File: src/rtl/coherence_bus_arbiter.sv
// Two-core memory bus arbiter with snoop sequencing and cache-to-cache transfer.
// Define COHERENCE_BUS_RR_EN for per-class round-robin; otherwise core 0 always wins.
`timescale 1ns/1ps
module coherence_bus_arbiter (
  input  logic             CLK,
  input  logic             RST,
  input  logic [1:0]       iREN,
  input  logic [1:0][31:0] iaddr,
  output logic [1:0]       iwait,
  output logic [1:0][31:0] iload,
  input  logic [1:0]       dREN,
  input  logic [1:0]       dWEN,
  input  logic [1:0][31:0] daddr,
  input  logic [1:0][31:0] dstore,
  output logic [1:0]       dwait,
  output logic [1:0][31:0] dload,
  input  logic [1:0]       cctrans,
  input  logic [1:0]       ccwrite,
  output logic [1:0]       ccwait,
  output logic [1:0]       ccinv,
  output logic [1:0][31:0] ccsnoopaddr,
  output logic             ramREN,
  output logic             ramWEN,
  output logic [31:0]      ramaddr,
  output logic [31:0]      ramstore,
  input  logic [31:0]      ramload,
  input  logic             ramready
);

  typedef enum logic [2:0] {S_IDLE, S_INV, S_SNOOP, S_DRD, S_C2C, S_DWR, S_IRD} state_t;

  state_t     r_state, w_next;
  logic       r_g, w_next_g;
  logic       w_o, w_pd, w_pi;
  logic [1:0] w_inv;

  assign w_o   = ~r_g;
  assign w_inv = cctrans & ccwrite & ~dREN & ~dWEN;

  function automatic logic pick(input logic [1:0] mask, input logic ptr);
    return mask[ptr] ? ptr : ~ptr;
  endfunction

`ifdef COHERENCE_BUS_RR_EN
  logic r_ptr_d, r_ptr_i;
  assign w_pd = r_ptr_d;
  assign w_pi = r_ptr_i;

  // Any ack hands priority in that class to the other core.
  always_ff @(posedge CLK or posedge RST) begin
    if (RST) begin
      r_ptr_d <= 1'b0;
      r_ptr_i <= 1'b0;
    end else begin
      if (dwait != 2'b11) r_ptr_d <= ~r_g;
      if (iwait != 2'b11) r_ptr_i <= ~r_g;
    end
  end
`else
  assign w_pd = 1'b0;
  assign w_pi = 1'b0;
`endif

  always_ff @(posedge CLK or posedge RST) begin
    if (RST) begin
      r_state <= S_IDLE;
      r_g     <= 1'b0;
    end else begin
      r_state <= w_next;
      r_g     <= w_next_g;
    end
  end

  always_comb begin
    w_next      = r_state;
    w_next_g    = r_g;
    iwait       = 2'b11;
    dwait       = 2'b11;
    iload       = '0;
    dload       = '0;
    ccwait      = 2'b00;
    ccinv       = 2'b00;
    ccsnoopaddr = '0;
    ramREN      = 1'b0;
    ramWEN      = 1'b0;
    ramaddr     = '0;
    ramstore    = '0;
    case (r_state)
      S_IDLE: begin
        if (w_inv != 2'b00) begin
          w_next   = S_INV;
          w_next_g = pick(w_inv, w_pd);
        end else if (dWEN != 2'b00) begin
          w_next   = S_DWR;
          w_next_g = pick(dWEN, w_pd);
        end else if (dREN != 2'b00) begin
          w_next   = S_SNOOP;
          w_next_g = pick(dREN, w_pd);
        end else if (iREN != 2'b00) begin
          w_next   = S_IRD;
          w_next_g = pick(iREN, w_pi);
        end
      end
      S_INV: begin
        ccwait[w_o]      = 1'b1;
        ccinv[w_o]       = 1'b1;
        ccsnoopaddr[w_o] = daddr[r_g];
        dwait[r_g]       = 1'b0;
        w_next           = S_IDLE;
      end
      S_DWR: begin
        ramWEN   = 1'b1;
        ramaddr  = daddr[r_g];
        ramstore = dstore[r_g];
        if (!dWEN[r_g]) begin
          w_next = S_IDLE;
        end else if (ramready) begin
          dwait[r_g] = 1'b0;
          w_next     = S_IDLE;
        end
      end
      S_SNOOP: begin
        ccwait[w_o]      = 1'b1;
        ccinv[w_o]       = cctrans[r_g];
        ccsnoopaddr[w_o] = daddr[r_g];
        w_next           = ccwrite[w_o] ? S_C2C : S_DRD;
      end
      S_DRD: begin
        ramREN  = 1'b1;
        ramaddr = daddr[r_g];
        if (!dREN[r_g]) begin
          w_next = S_IDLE;
        end else if (ramready) begin
          dload[r_g] = ramload;
          dwait[r_g] = 1'b0;
          w_next     = S_IDLE;
        end
      end
      S_C2C: begin
        // Modified line comes from the snooper and is written back to RAM at once.
        ccwait[w_o]      = 1'b1;
        ccinv[w_o]       = cctrans[r_g];
        ccsnoopaddr[w_o] = daddr[r_g];
        dload[r_g]       = dstore[w_o];
        ramWEN           = 1'b1;
        ramaddr          = daddr[r_g];
        ramstore         = dstore[w_o];
        if (!dREN[r_g]) begin
          w_next = S_IDLE;
        end else if (ramready) begin
          dwait[r_g] = 1'b0;
          w_next     = S_IDLE;
        end
      end
      S_IRD: begin
        ramREN  = 1'b1;
        ramaddr = iaddr[r_g];
        if (!iREN[r_g]) begin
          w_next = S_IDLE;
        end else if (ramready) begin
          iload[r_g] = ramload;
          iwait[r_g] = 1'b0;
          w_next     = S_IDLE;
        end
      end
      default: w_next = S_IDLE;
    endcase
  end

endmodule
File: config.mk
export PLATFORM = sky130hd
export DESIGN_NAME = coherence_bus_arbiter
export DESIGN_NICKNAME = d
export VERILOG_FILES = /design/src/rtl/coherence_bus_arbiter.sv
export SDC_FILE = /design/constraint.sdc
export NUM_CORES = 1
export LEC_CHECK = 0
export BUFFER_PORTS_ARGS = -buffer_cell sky130_fd_sc_hd__buf_2
export CAP_MARGIN = 40
export CORE_AREA = 8 8 190 192
export DETAILED_ROUTE_END_ITERATION = 12
export DIE_AREA = 0 0 198 200
export PLACE_DENSITY = 0.34
export SETUP_SLACK_MARGIN = 0.02
export SYNTH_ARGS = -nofsm -noshare
export SYNTH_HDL_FRONTEND = slang
export SYNTH_SLANG_ARGS = --single-unit
File: constraint.sdc
create_clock -name CLK -period 3.75 [get_ports CLK]
set_clock_uncertainty 0.15 [all_clocks]
set_input_delay 0.1875 -clock CLK [delete_from_list [all_inputs] [get_ports CLK]]
set_output_delay 0.1875 -clock CLK [all_outputs]
set_load 0.02 [all_outputs]
## Yosys cells after proc, flatten, opt, wreduce, memory -nomap -nowiden

Cells that the tools add are included.

- Equality and inequality tests: 7
- Add/subtract/negate cells: 0
- Divide/modulo/power cells: 0
- Bitwise gates (word level): 11
- Reductions and logical operators: 15
- Order comparisons: 4
- Multiply operators: 0
- Shift operators: 0
- Muxes and demuxes: 62

Operator list:

| cell | count |
|---|---|
| 32-bit 2-to-1 mux | 10 |
| 64-bit 2-to-1 mux | 5 |
| 64-bit AND | 3 |
| 32-bit case mux with 2 select lines | 2 |
| 64-bit case mux with 2 select lines | 1 |
| 32-bit demux with 1-bit select | 2 |
| 3-bit 2-to-1 mux | 9 |
| 1-bit 2-to-1 mux | 22 |
| 3-bit case mux with 5 select lines | 1 |
| 2-bit 2-to-1 mux | 6 |
| 3-bit == test, second input constant | 3 |
| 2-bit AND | 4 |
| 2-bit nonzero test | 4 |
| 2-bit OR reduction | 4 |
| 3-bit by 2-bit == test with 1-bit output, second input constant | 2 |
| 2-bit inverter | 3 |
| 2-bit case mux with 3 select lines | 1 |
| 3-bit OR reduction | 2 |
| 5-bit != test, second input constant | 1 |
| 1-bit by 2-bit less-than comparator with 1-bit output, second input constant | 2 |
| 2-bit case mux with 2 select lines | 1 |
| 4-bit nonzero test | 1 |
| 3-bit by 1-bit == test with 1-bit output, second input constant | 1 |
| 3-bit zero test | 1 |
| other kinds (5) | 8 |

- Input bits: 237
- Latch bits: 0
- Memories kept: 0
- Register bits: 4
- Bits in read-only memories: 0
- Word-level logic and storage cells: 101
- Bits in writable memories: 0
- Output and inout port bits: 266

## Logic depth before layout (Yosys ltp)

Gate-level depths: netlist of run 1.

- Word-level depth: 8
- Gate-level depth with buffers: 7
- Gate-level depth less buffers: 4

## Worst setup path after synthesis of run 1

OpenSTA, ideal clock, no wires.

- Kind: register to output
- Start: register r_state[1]
- End: output port ramstore[0]
- Path slack: 1.858 ns
- Arrival time: 1.555 ns
- Stages on the path, launching flop included: 7
- Path buffers: 2
- Data required time: 3.412 ns
- Cells stage by stage: dfrtp_1 -> and2b_4 -> and2_4 -> buf_6 -> buf_2 -> a221oi_1 -> nor2_1

- Word-level cells in the longest chain between the ends: 2
- Elaborated cells on any way between the ends: 3
- Those cells by class: eq/ne: 2; mux: 1

RTL lines:

| what | line | text |
|---|---|---|
| start: declaration | 32 | `state_t r_state, w_next;` |
| start signal: assignment | 69 | `r_state <= w_next;` |
| 3-bit == test | 88 | `case (r_state)` |
| 32-bit case mux with 2 select lines (*) | 88 |  |
| end: declaration | 25 | `output logic [31:0] ramstore,` |

Every way passes the cells marked *; elsewhere a longest branch is shown, timed or not.

==> impl_metrics.py, run 1 <==
metrics = {
    "logic_synthesis": {
        "synth_xor_area_share_pct": 0.226,
        "synth_compound_gate_area_share_pct": 37.7,
        "ys_ff_latch": 4,
        "yosys.area_share.simple_pct": 30.5,
        "syn_avg_cell_area_um2": 7.14,
        "netlist-cell-type-count": 37,
        "synthFlopType": "dfrtp_1",
        "async_flop_share_pct": 100,
        "muxShareOfSynthArea_pct": 18.1,
        "synth-edff-count": 0,
        "synth_nets": 779,
        "syn_area_mm2": 0.00387,
        "syn_inst": 542,
        "synth_top_family_by_area": "compound AO/OA/AOI/OAI gates",
        "yosys.area_share.adder_pct": 0,
        "synth_warnings": 0,
        "yosysSeqAreaShare_pct": 2.59,
    },
    "pwr": {
        "power_density_mw_per_mm2": 717,
        "vdd_drop_max_v": 0.000466,
        "combPwrFrac_pct": 93.9,
        "p_sw_share_pct": 62.3,
        "pwr-share-seq_pct": 2.6,
        "power.leakage_nw": 3.99,
        "internal_power_mw": 1.86,
        "switchingPower_mw": 3.07,
        "clockPowerShare_pct": 3.4,
    },
    "worst_setup_path": {
        "cp_slowest_stage_delay_ns": 0.66,
        "end_kind": "output port",
        "crit_end": "ccsnoopaddr[0]",
        "startpoint": "r_state[0]",
        "r2r_cells": 5,
        "r2r_end": "r_state[1]",
        "crit_path_cell_trace": "nor2b_1, o31a_2, buf_4, and3_1, buf_2",
        "startpoint_type": "flip-flop",
        "crit_fanout": 46,
        "crit_type": "reg -> out",
        "arrival_ns": 2.48,
        "slowest_stage": "o31a_2",
        "reg2reg_slack_ns": 1.65,
        "cp.required_ns": 3.41,
        "r2r_start": "r_g",
    },
    "route": {
        "firstDrtPassIters": 5,
        "vias_per_cell": 4.46,
        "drcViolationCount": 0,
        "dr.first_iter.drc_count": 277,
        "vias": 6437,
        "ant_nets": 0,
        "wire_per_inst_um": 20.5,
        "route.final.wire_length_um": 29600,
    },
    "timing": {
        "worst_pin_slew_ns": 0.822,
        "timing.fmax_mhz": 354,
        "finalCritPeriodShare_pct": 75.2,
        "finalSetupTns_ns": 0,
        "setup_viol_count_final": 0,
        "rsz0062_at_grt": "false",
        "drv_slew": 0,
        "slew_headroom_pct": 45.2,
        "hold_violations": 0,
        "finalCriticalPeriod_ns": 2.82,
    },
    "global_routing": {
        "grt_pass1_wl_um": 41100,
        "first_global_vias": 6547,
        "grt_max_degree": 133,
        "grt_overflow_total": 0,
        "grt_use_total_pct": 13.2,
        "antenna_found_initial": 0,
    },
    "final_layout": {
        "final_common_cell": "buf_2",
        "finalNonFillerCells": 1443,
        "final_cell_mix": "buf_2, mux2i_1, and2_1",
        "fin_nets": 1233,
        "num_antenna_cells": 0,
        "drive_gt1_share_pct": 54.0,
        "fillerInstances": 3784,
        "area_growth_pct": 77.8,
    },
    "die": {
        "die_area_mm2": 0.0396,
        "die_y_um": 200,
        "rows": 67,
        "io_pins": 503,
        "core_mm2": 0.0331,
        "die_w_um": 198,
        "initial_core_util_pct": 11.7,
    },
    "cts": {
        "cts_max_level": 1,
        "cts_buffers": 3,
        "insertion_delay_ns": 0.22,
        "clk_pin_slew_worst_paths_ns": 0.03,
        "cts_tree": "built",
        "clkSinkCount": 4,
        "clock_tree.buffer_depth": 2,
        "cts_setup_buffers": 0,
        "clockRootBuffer": "clkbuf_16",
    },
    "placed_design": {
        "dp_hpwl_um": 24200,
        "gp_congestion": 0.809,
        "port_buffers": 502,
        "dp_cells": 1438,
    },
    "hold_path": {
        "min_path_type": "in -> async",
    },
    "job": {
        "cap_viol_max_count": 0,
    },
    "outcome": {
        "status": "complete, no violations",
    },
}
-- registers in the layout (all words and copies together), names as in the netlist --
name	cells
r_state	3
r_g	1
-- per-layer routing --
| metal | up-vias | share of wire (%) | global-route usage, % |
|---|---|---|---|
| met3 | 23 | 8.2 | 2.85 |
| met2 | 309 | 54 | 26.1 |
| li1 | 3055 | - | - |
| met1 | 3050 | 37 | 14.4 |
| met4 | 0 | 1.2 | 2.38 |
| met5 | - | 0 | 0 |
-- synth_stat cells (4+ instances only) --
cell	n	share of area, %
nor2b_1	8	1.3
a21oi_1	5	0.65
clkbuf_2	6	0.78
o22ai_1	32	5.2
nor2_1	39	3.8
dfrtp_1	4	2.6
and3_1	64	10
buf_6	8	2.3
buf_2	28	3.6
mux2i_1	69	18
nor3_1	5	0.65
inv_1	5	0.49
a22o_1	64	14
and2_1	69	11
a31oi_1	4	0.65
nand2_1	9	0.87
o21ai_0	5	0.65
clkbuf_1	27	2.6
a221oi_1	64	14
buf_4	4	0.78
-- stage by stage --
step / hold WS (ns) / cell area (µm²) / setup WS, ns / power (mW) / util, %
2_1_floorplan: -0.196 / 3870 / 1.86 / 3.21 / -
3_3_place_gp: -0.0712 / 6750 / 1.11 / 4.83 / 20.4
3_5_place_dp: -0.0717 / 6790 / 1.20 / 4.82 / 20.5
4_1_cts: 0.249 / 6880 / 0.958 / 5.01 / 20.8
5_1_grt: 0.284 / 6880 / 0.740 / 5.31 / 20.8
6_report: 0.267 / 6880 / 0.928 / 4.93 / 20.8
-- logic make-up (layout without fill, tap and decap cells) --
| family | count (synthesis) | in the layout |
|---|---|---|
| xor gates and xnor gates | 1 | 1 |
| AOI/OAI and AO/OA | 181 | 181 |
| buffers and inverters | 80 | 533 |
| and+or+nand+nor | 206 | 206 |
| DFF | 4 | 4 |
| muxes | 70 | 70 |
-- timing repair --
item                                   in CTS  in global routing
hold buffers                                1                  0
endpoints found under the hold margin       4                  0
resized for setup                           0                  0
-- how the worst min path moves through the flow --
stage	end	slack (ns)
2_1_floorplan	r_g	-0.20
3_3_place_gp	r_g	-0.07
3_5_place_dp	r_state[2]	-0.07
4_1_cts	r_g	0.25
5_1_grt	r_g	0.28
6_report	r_state[0]	0.27
-- critical path: cells and delay by family, from the launching register on --
| kind | cells | cell delay (ns) |
|---|---|---|
| simple gates | 2 | 0.46 |
| buf+inv | 2 | 0.48 |
| flops | 1 | 0.63 |
| compound gates | 1 | 0.66 |
-- power groups by stage --
stage | Combinational (mW) | Sequential [mW] | Clock [mW]
6_report | 4.63 | 0.129 | 0.170
5_1_grt | 5.00 | 0.138 | 0.175
3_5_place_dp | 4.70 | 0.128 | 0
4_1_cts | 4.71 | 0.128 | 0.173
3_3_place_gp | 4.71 | 0.128 | 0
2_1_floorplan | 3.13 | 0.0807 | 0
-- final cells by class --
| type | instances | area, µm² | area share [%] |
|---|---|---|---|
| multi-input combinational | 458 | 3380 | 49.1 |
| timing repair buffer | 522 | 2730 | 39.7 |
| tap | 448 | 561 | 8.15 |
| sequential | 4 | 104 | 1.51 |
| clock buffer | 4 | 78.8 | 1.15 |
| inverter | 7 | 26.3 | 0.382 |
No activity file was read; power rests on OpenSTA's default activity.
==> inputs of run 2 (changes only) <==
==> constraint.sdc (replaced) <==
create_clock -name CLK -period 2.9 [get_ports CLK]
set_clock_uncertainty 0.15 [all_clocks]
set_input_delay 0.145 -clock CLK [delete_from_list [all_inputs] [get_ports CLK]]
set_output_delay 0.145 -clock CLK [all_outputs]
set_load 0.02 [all_outputs]
==> run 2 against run 1 <==
  * Total power grew 29%
  * Utilization is essentially flat
  * Largest cell class unchanged
  * Register-to-register slack lost 0.85 ns
  * Sequential power grew 21%
  * Non-clock buffer count shrank 1
  * Final area is essentially flat
  * Via count shrank 1.1%
==> impl_metrics.py, run 2 (same netlist as run 1, synthesis figures left out) <==
metrics = {
    "final_layout": {
        "drive_gt1_share_pct": 53.9,
        "final_cell_mix": "buf_2, mux2i_1, and2_1",
        "num_antenna_cells": 0,
        "finalNonFillerCells": 1442,
        "fillerInstances": 3825,
        "area_growth_pct": 77.9,
        "top_register": "r_state",
        "largest_reg_flops": 3,
        "multi_input_area_mm2": 0.00338,
        "fin_util_pct": 20.8,
        "reg_top3": "r_state (3), r_g (1)",
        "final_common_cell": "buf_2",
        "seq_area_um2": 104,
        "fin_nets": 1232,
    },
    "hold_path": {
        "min_path_type": "in -> async",
    },
    "worst_setup_path": {
        "reg2reg_slack_ns": 0.80,
        "startpoint": "r_state[2]",
        "startpoint_type": "flip-flop",
        "crit_type": "reg -> out",
        "cp_slowest_stage_delay_ns": 0.39,
        "crit_path_cell_trace": "nor2b_1, and2_2, and2_1, buf_4, a22o_1, buf_2",
        "cp.required_ns": 2.61,
        "arrival_ns": 2.24,
        "critical_path.top_delay_family": "simple AND/OR/NAND/NOR gates",
        "crit_fanout": 32,
        "crit_buf_inv": 2,
        "end_kind": "output port",
        "slowest_stage": "buf_4",
        "r2r_start": "r_g",
    },
    "cts": {
        "clock_tree.buffer_depth": 2,
        "clockRootBuffer": "clkbuf_16",
        "clkSinkCount": 4,
        "cts_buffers": 3,
        "insertion_delay_ns": 0.22,
        "cts_setup_buffers": 0,
        "cts_tree": "built",
        "cts_max_level": 1,
        "clk_pin_slew_worst_paths_ns": 0.03,
    },
    "global_routing": {
        "grt_overflow_total": 0,
        "grt_use_total_pct": 13.0,
        "antenna_found_initial": 0,
        "grt_pass1_wl_um": 40400,
        "grt_max_degree": 92,
        "first_global_vias": 6374,
    },
    "route": {
        "dr.first_iter.drc_count": 271,
        "ant_nets": 0,
        "vias_per_cell": 4.41,
        "route.final.wire_length_um": 29500,
        "vias": 6364,
        "drcViolationCount": 0,
        "wire_per_inst_um": 20.4,
        "firstDrtPassIters": 4,
    },
    "pwr": {
        "power.leakage_nw": 3.98,
        "p_total_mw": 6.37,
        "vdd_drop_max_v": 0.000438,
        "power_density_mw_per_mm2": 925,
    },
    "die": {
        "die_y_um": 200,
        "die_area_mm2": 0.0396,
        "initial_core_util_pct": 11.7,
        "core_mm2": 0.0331,
        "die_w_um": 198,
        "rows": 67,
        "io_pins": 503,
    },
    "timing": {
        "finalSetupTns_ns": 0,
        "finalCritPeriodShare_pct": 87.3,
        "setup_viol_count_final": 0,
        "drv_slew": 0,
        "rsz0062_at_grt": "false",
        "slew_headroom_pct": 61.7,
        "timing.fmax_mhz": 395,
        "fin_ws_ns": 0.368,
        "finalCriticalPeriod_ns": 2.53,
        "worst_pin_slew_ns": 0.574,
        "hold_violations": 0,
    },
    "outcome": {
        "status": "complete, no violations",
    },
    "job": {
        "cap_viol_max_count": 0,
    },
    "placed_design": {
        "dp_hpwl_um": 24400,
        "dp_cells": 1437,
        "port_buffers": 502,
        "dp_worst_setup_slack_ns": 0.585,
        "gp_congestion": 0.825,
    },
}
-- run 2: changes by cell type in the layout (fill, tap and decap cells not counted), sizes merged --
cell | previous run | this run
buf | 521 | 520
-- run 2: power breakdown --
group | total (mW) | switching (mW) | internal (mW) | leakage [nW]
combinational | 5.99 | 3.89 | 2.10 | 3.89
sequential | 0.156 | 0.0709 | 0.0854 | 0.0495
clock | 0.224 | 0.0418 | 0.182 | 0.0382
total | 6.37 | 4.00 | 2.37 | 3.98
-- run 2: cell type report --
type	count	area share, %
multi-input combinational	458	49.1
timing repair buffer	521	39.7
tap	448	8.15
sequential	4	1.51
clock buffer	4	1.15
inverter	7	0.382
-- run 2: per-layer routing --
layer	GRT usage, %	share of wire, %	up-vias
met4	1.96	1.2	0
met5	0	0	-
li1	-	-	3036
met2	24.5	51	326
met1	14.9	39	2984
met3	3.32	8.9	18
-- run 2: worst reg2reg max path: stages (launching register included) --
cell	delay [ns]
dfrtp_4	0.60
buf_4	0.43
mux2i_1	0.31
nor3_1	0.06
o21ai_0	0.25
o211ai_1	0.15
-- run 2: stage by stage --
step                      instance area (µm²)  hold slack (ns)
after floorplan                          3870           -0.239
after global placement                   6770           -0.115
after detailed placement                 6790          -0.0988
after CTS                                6880            0.215
after global routing                     6880            0.238
final                                    6880            0.213
-- run 2: path summary, 6_finish.rpt --
kind                               to  cells after the start
max reg2reg                r_state[0]                      5
min reg2reg                r_state[0]                      3
min in group CLK           r_state[0]                      3
min                        r_state[0]                      3
max in group asynchronous         r_g                      3
max                         dload[12]                      6
-- run 2: timing repair --
item	4_1_cts	5_1_grt
resized for setup	0	0
hold buffers	1	0
hold endpoints to repair	4	0
